### src/rtl/ntt_bf_addr_seq_if.sv
// Control and address bundle between the NTT butterfly sequencer
// and the coefficient memory / butterfly datapath.
interface ntt_bf_addr_seq_if #(
  parameter int LOG_N = 8
);
  localparam int SW = $clog2(LOG_N);

  logic             start;
  logic             busy;
  logic             done;
  logic [SW-1:0]    stage;
  logic             rd_en;
  logic [LOG_N-1:0] rd_addr_a;
  logic [LOG_N-1:0] rd_addr_b;
  logic [LOG_N-2:0] rd_tw_idx;
  logic             wr_en;
  logic [LOG_N-1:0] wr_addr_a;
  logic [LOG_N-1:0] wr_addr_b;

  modport master (
    input  start,
    output busy, done, stage,
    output rd_en, rd_addr_a, rd_addr_b, rd_tw_idx,
    output wr_en, wr_addr_a, wr_addr_b
  );

  modport slave (
    output start,
    input  busy, done, stage,
    input  rd_en, rd_addr_a, rd_addr_b, rd_tw_idx,
    input  wr_en, wr_addr_a, wr_addr_b
  );
endinterface

### src/rtl/ntt_bf_addr_seq.sv
// In-place radix-2 NTT butterfly address sequencer: read pairs,
// twiddle indices and write-back pairs delayed by the butterfly latency.
module ntt_bf_addr_seq #(
  parameter int LOG_N  = 8,
  parameter int BF_LAT = 4
) (
  input  logic                clk,
  input  logic                rst,
  ntt_bf_addr_seq_if.master   bus
);
  localparam int HB = LOG_N - 1;
  localparam int SW = $clog2(LOG_N);
  localparam int DW = $clog2(BF_LAT + 1);
  localparam logic [LOG_N-1:0] ONE = 1;

  typedef enum logic [1:0] {
    IDLE,
    READ,
    DRAIN,
    DONE
  } state_t;

  typedef struct packed {
    logic             en;
    logic [LOG_N-1:0] a;
    logic [LOG_N-1:0] b;
  } wr_t;

  state_t           state;
  logic [SW-1:0]    stage;
  logic [HB-1:0]    bfc;
  logic [DW-1:0]    dcnt;
  logic             busy;
  logic             done;
  logic             rd_en;
  logic [LOG_N-1:0] rd_a;
  logic [LOG_N-1:0] rd_b;
  logic [HB-1:0]    rd_tw;
  wr_t              pipe [BF_LAT];

  logic [LOG_N-1:0] bx;
  logic [LOG_N-1:0] half;
  logic [LOG_N-1:0] k;
  logic [LOG_N-1:0] lo_a;
  logic [HB-1:0]    tw;

  // group base is bfc with its low stage bits cleared, doubled
  always_comb begin
    bx   = LOG_N'(bfc);
    half = ONE << stage;
    k    = bx & (half - ONE);
    lo_a = ((bx & ~(half - ONE)) << 1) | k;
    tw   = HB'(k << (SW'(LOG_N - 1) - stage));
  end

  always_ff @(negedge clk) begin
    if (rst) begin
      state <= IDLE;
      stage <= '0;
      bfc   <= '0;
      dcnt  <= '0;
      busy  <= 1'b0;
      done  <= 1'b0;
      rd_en <= 1'b0;
      rd_a  <= '0;
      rd_b  <= '0;
      rd_tw <= '0;
      for (int i = 0; i < BF_LAT; i++)
        pipe[i] <= '0;
    end else begin
      rd_en <= 1'b0;
      rd_a  <= '0;
      rd_b  <= '0;
      rd_tw <= '0;
      done  <= 1'b0;
      pipe[0] <= {rd_en, rd_a, rd_b};
      for (int i = 1; i < BF_LAT; i++)
        pipe[i] <= pipe[i-1];
      unique case (state)
        IDLE: begin
          if (bus.start) begin
            state <= READ;
            busy  <= 1'b1;
            stage <= '0;
            bfc   <= '0;
          end
        end
        READ: begin
          rd_en <= 1'b1;
          rd_a  <= lo_a;
          rd_b  <= lo_a | half;
          rd_tw <= tw;
          bfc   <= bfc + HB'(1);
          if (bfc == '1) begin
            state <= DRAIN;
            dcnt  <= '0;
          end
        end
        // stage barrier: last write of the stage leaves in the final drain cycle
        DRAIN: begin
          dcnt <= dcnt + DW'(1);
          if (dcnt == DW'(BF_LAT - 1)) begin
            if (stage == SW'(LOG_N - 1)) begin
              state <= DONE;
            end else begin
              stage <= stage + SW'(1);
              state <= READ;
            end
          end
        end
        DONE: begin
          busy  <= 1'b0;
          done  <= 1'b1;
          state <= IDLE;
        end
      endcase
    end
  end

  assign bus.busy      = busy;
  assign bus.done      = done;
  assign bus.stage     = stage;
  assign bus.rd_en     = rd_en;
  assign bus.rd_addr_a = rd_a;
  assign bus.rd_addr_b = rd_b;
  assign bus.rd_tw_idx = rd_tw;
  assign bus.wr_en     = pipe[BF_LAT-1].en;
  assign bus.wr_addr_a = pipe[BF_LAT-1].a;
  assign bus.wr_addr_b = pipe[BF_LAT-1].b;
endmodule
### src/flat_wrapper.sv
// flat-port wrapper written by rule: the top's interface ports become plain ports
module ntt_bf_addr_seq_flat 
#(
  parameter int LOG_N  = 8,
  parameter int BF_LAT = 4
)
  (clk, rst, bus_start, bus_busy, bus_done, bus_stage, bus_rd_en, bus_rd_addr_a, bus_rd_addr_b, bus_rd_tw_idx, bus_wr_en, bus_wr_addr_a, bus_wr_addr_b);
  ntt_bf_addr_seq_if #(.LOG_N(LOG_N)) bus_i ();
  input  logic clk;
  input  logic rst;
  input wire logic [$bits(bus_i.start)-1:0] bus_start;
  output wire logic [$bits(bus_i.busy)-1:0] bus_busy;
  output wire logic [$bits(bus_i.done)-1:0] bus_done;
  output wire logic [$bits(bus_i.stage)-1:0] bus_stage;
  output wire logic [$bits(bus_i.rd_en)-1:0] bus_rd_en;
  output wire logic [$bits(bus_i.rd_addr_a)-1:0] bus_rd_addr_a;
  output wire logic [$bits(bus_i.rd_addr_b)-1:0] bus_rd_addr_b;
  output wire logic [$bits(bus_i.rd_tw_idx)-1:0] bus_rd_tw_idx;
  output wire logic [$bits(bus_i.wr_en)-1:0] bus_wr_en;
  output wire logic [$bits(bus_i.wr_addr_a)-1:0] bus_wr_addr_a;
  output wire logic [$bits(bus_i.wr_addr_b)-1:0] bus_wr_addr_b;
  assign bus_i.start = bus_start;
  assign bus_busy = bus_i.busy;
  assign bus_done = bus_i.done;
  assign bus_stage = bus_i.stage;
  assign bus_rd_en = bus_i.rd_en;
  assign bus_rd_addr_a = bus_i.rd_addr_a;
  assign bus_rd_addr_b = bus_i.rd_addr_b;
  assign bus_rd_tw_idx = bus_i.rd_tw_idx;
  assign bus_wr_en = bus_i.wr_en;
  assign bus_wr_addr_a = bus_i.wr_addr_a;
  assign bus_wr_addr_b = bus_i.wr_addr_b;
  ntt_bf_addr_seq #(.LOG_N(LOG_N), .BF_LAT(BF_LAT)) u_core (.clk(clk), .rst(rst), .bus(bus_i));
endmodule
### config.mk
export PLATFORM = sky130hd
export DESIGN_NAME = ntt_bf_addr_seq_flat
export DESIGN_NICKNAME = d
export VERILOG_FILES = /design/src/rtl/ntt_bf_addr_seq_if.sv /design/src/rtl/ntt_bf_addr_seq.sv /design/src/flat_wrapper.sv
export SDC_FILE = /design/constraint.sdc
export NUM_CORES = 1
export LEC_CHECK = 0
export CORE_UTILIZATION = 40
export DETAILED_ROUTE_END_ITERATION = 10
export DONT_BUFFER_PORTS = 1
export HOLD_SLACK_MARGIN = 0.05
export PLACE_DENSITY_LB_ADDON = 0.05
export SYNTH_ARGS = -nofsm -noshare
export SYNTH_HDL_FRONTEND = slang
export SYNTH_SLANG_ARGS = --single-unit
export TNS_END_PERCENT = 100
### constraint.sdc
create_clock -name clk -period 5.38 [get_ports clk]
set_input_delay 0.538 -clock clk [delete_from_list [all_inputs] [get_ports clk]]
set_output_delay 0.538 -clock clk [all_outputs]
set_load 0.005 [all_outputs]
==> results.md <==
* GRT Total Usage at 16.65%
* Reg2reg end: u_core.bus.rd_addr_b[6]
* DR iter-0 viols at 91
* Post-CTS setup buffer count at 0
* Synth warnings at 0
* Power share of the sequential group at 49.8%
* CP Launch Type: register
* CTS Hold Bufs at 0
* Root Buffer: clkbuf_8
* DP Cell Count at 468
* Required @ worst endpoint at 4840 ps
* IO Pins at 49
* Pre-CTS WS at 781.2 ps
* Logic gate share of total power at 1.1%
* Switching power at 0.5334 mW
* Post-synth top area share at 57.58%
* Peak VDD IR at 0.1937 mV
* Worst Path Arrival at 3770 ps
* Clock-pin slew on the worst setup and hold paths at 40 ps
* Die area at 0.009868 sq mm
* Synth Area per Inst at 10.08 sq um
* Reg2reg path depth at 10
* CTS tree: built
* Routability cong. at 0.8740
* Area leader, netlist: dfxtp_1
* Sw frac at 32.26%
* Seq/Total Area, Yosys at 57.58%
* Mapped cell area at 0.003790 sq mm
* P_leak at 2.117 nW
* Largest net degree at the start of global routing at 87
* Die Y at 99.34 um
* Netlist cell types at 46
* Max Slew Vio Count at 0
* Setup crit end kind: output pin
* Clock power frac at 49.2%
* ANT cells at 0
* Critical Path Sink: bus_stage[0]
* Synthesized Nets at 389
* DRT Pass-1 Iters at 4
* Vias in the first global route at 2925
* Stages on worst setup path at 0
* Internal power at 1.120 mW
* Avg WL per Cell at 12.54 um
* # rows at 35
* PostCTS Resize Cnt at 0
* Number of port buffers at 0
* Final #Nets at 489
* HPWL after DPL at 4546 um
* Critical register-to-register path startpoint: u_core.bus.stage[1]
* Initial Utilization at 41.21%
* Hold WC Path Type: register to register
* DRC viols at 0
* Setup Skew at 24.72 ps
* Die span in x at 99.34 um
* Avg Vias per Cell at 4.764
* Initial antenna violation count at 0
* Max cap viols at 0
* Vias after detailed routing at 2820
* Clk sink count at 109
* Worst Slack Setup Final at 1068 ps
* Share of layout cells above drive strength 1 at 5.821%
* First-pass GRT wire length at 12880 um
* Floorplan core area at 0.009196 sq mm
* Synth area leaders: dfxtp_1 (58%), nor2b_1 (12%), nor2_1 (3.7%)
* Worst skew pair latency at 430 ps
* Crit path max fanout at 15
* Least-Margin Pin Slew at 609.0 ps
* #FFs+latches synth at 109
* Clock Tree Buf Depth at 2
* Setup_tns at 0 ps
* Reg-to-reg slack, setup at 1980 ps
* Cells after Synth at 376
* Antenna Violating Nets Remaining at 0
* Crit path launch: u_core.bus.stage[0]
* Unrepaired setup endpoints after global routing: no
* Worst hold stages at 1
* Endpoints failing hold at 0
* Non-Filler Instances at 592
* Power Total at 1.654 mW
* # setup viols final at 0
* Syn-to-layout area delta at 17.73%
* Global route overflow at 0
* H-tree depth at 3
* Crit path kind: register to output pin
* Status: finished clean
* Slew HR at 59.15%
* Pwr dens at 370.6 mW/mm^2
* Routed WL at 7422 um
* Num CTS Buffers at 9
==> cells in the mapped netlist (all sizes together) <==
library cell and count:
mux2 4, nand2b 2, clkbuf 16, a221o 1, o211ai 1, o311ai 1, a31o 1, a22oi 8
ha 10, or4b 2, dfxtp 109, nor2b 72, or3 1, buf 4, nor4 3, mux2i 1
a31oi 4, a21o 3, nand3 3, o31ai 2, a311oi 1, o21ai 7, clkinv 2, xnor2 3
nor3b 4, nor2 37, a21oi 18, inv 13, a2bb2oi 3, or2 1, a32o 1, nor3 7
o2111ai 3, and3 2, nand2 18, nand3b 2, a2111oi 4, a211oi 2
==> cells in the final DEF (no fill, tap or decap), types with 2 or more instances in the layout <==
cell / n
inv_1: 121
a2bb2oi_1: 3
nand2_1: 18
or4b_1: 2
o21ai_0: 6
a211oi_1: 2
o2111ai_2: 2
clkinv_1: 2
nor3b_1: 4
nand3b_1: 2
nor2_1: 37
a21o_1: 3
clkbuf_8: 9
nand2b_1: 2
nor4_1: 3
nor3_1: 6
o31ai_1: 2
inv_8: 4
dfxtp_1: 109
a22oi_1: 8
a21oi_1: 18
nand3_1: 3
a31oi_1: 4
ha_1: 10
mux2_2: 3
nor2b_1: 72
inv_12: 2
xnor2_1: 3
a2111oi_0: 4
==> cells by family (layout without fill, tap and decap cells) <==
kind of cell    Yosys count  in the layout  synth area share, %
buf+inv                  35            140                3.730
simple gates            154            154                22.12
flops                   109            109                57.58
mux                       5              5                1.551
xor+xnor                  3              3               0.6934
fa+ha+maj                10             10                3.301
compound gates           60             60                11.03
==> worst register-to-register path, cell delays in order, from the launching register on <==
cell      delay [ps]
dfxtp_1          650
clkinv_1         400
ha_1             440
nor2b_1          230
inv_1             90
ha_1             250
or4b_1           450
a32o_2           290
a22oi_1          160
nor2_1            80
a31o_2           240
==> stage by stage <==
stage               utilization, %  hold slack (ps)  area, sq um
floorplan                        -            413.8         3790
global placement             41.88            417.5         3851
detailed placement           41.88            420.4         3851
CTS                          48.52            428.0         4462
global route                 48.52            440.5         4462
finish                       48.52            424.4         4462
==> metal layers <==
metal	vias up	part of all wire [%]	track usage, %
li1	1457	-	-
met1	1271	41	16.97
met2	76	50	25.96
met3	16	6.4	8.714
met4	0	2.2	12.56
met5	-	0	0
==> sequential cells by signal (all words and copies together) (netlist names) <==
name,count
u_core.bus.busy,1
u_core.bus.rd_tw_idx,7
u_core.dcnt,3
u_core.bus.rd_en,1
u_core.bus.rd_addr_a,8
u_core.bfc,7
u_core.pipe,68
u_core.bus.done,1
u_core.state,2
u_core.bus.stage,3
u_core.bus.rd_addr_b,8
==> power groups by stage <==
stage	logic, mW	clock network, mW	registers (mW)
after global routing	0.0210	0.966	0.821
after CTS	0.0181	0.867	0.822
after detailed placement	0.0181	0.124	0.836
after floorplan	0.0238	0.124	0.832
final	0.0179	0.813	0.823
after global placement	0.0180	0.124	0.836
==> cell type report <==
type | count | area, sq um
fillers | 913 | 4735
flip-flops and latches | 109 | 2182
multi-input cells | 232 | 1466
clock inverters | 116 | 490.5
well taps | 111 | 138.9
clock buffers | 9 | 123.9
inverters | 14 | 52.55
repair buffers | 1 | 7.507
==> how the worst min path moves through the flow <==
stage	slack [ps]	to	startpoint
finish	420	u_core.pipe[3][15]	u_core.pipe[2][15]
global route	440	u_core.pipe[3][12]	u_core.pipe[2][12]
CTS	430	u_core.pipe[3][15]	u_core.pipe[2][15]
detailed placement	420	u_core.pipe[2][4]	u_core.pipe[1][4]
global placement	420	u_core.pipe[1][16]	u_core.pipe[0][16]
floorplan	410	u_core.pipe[1][0]	u_core.pipe[0][0]
No activity file was read; power rests on OpenSTA's default activity.
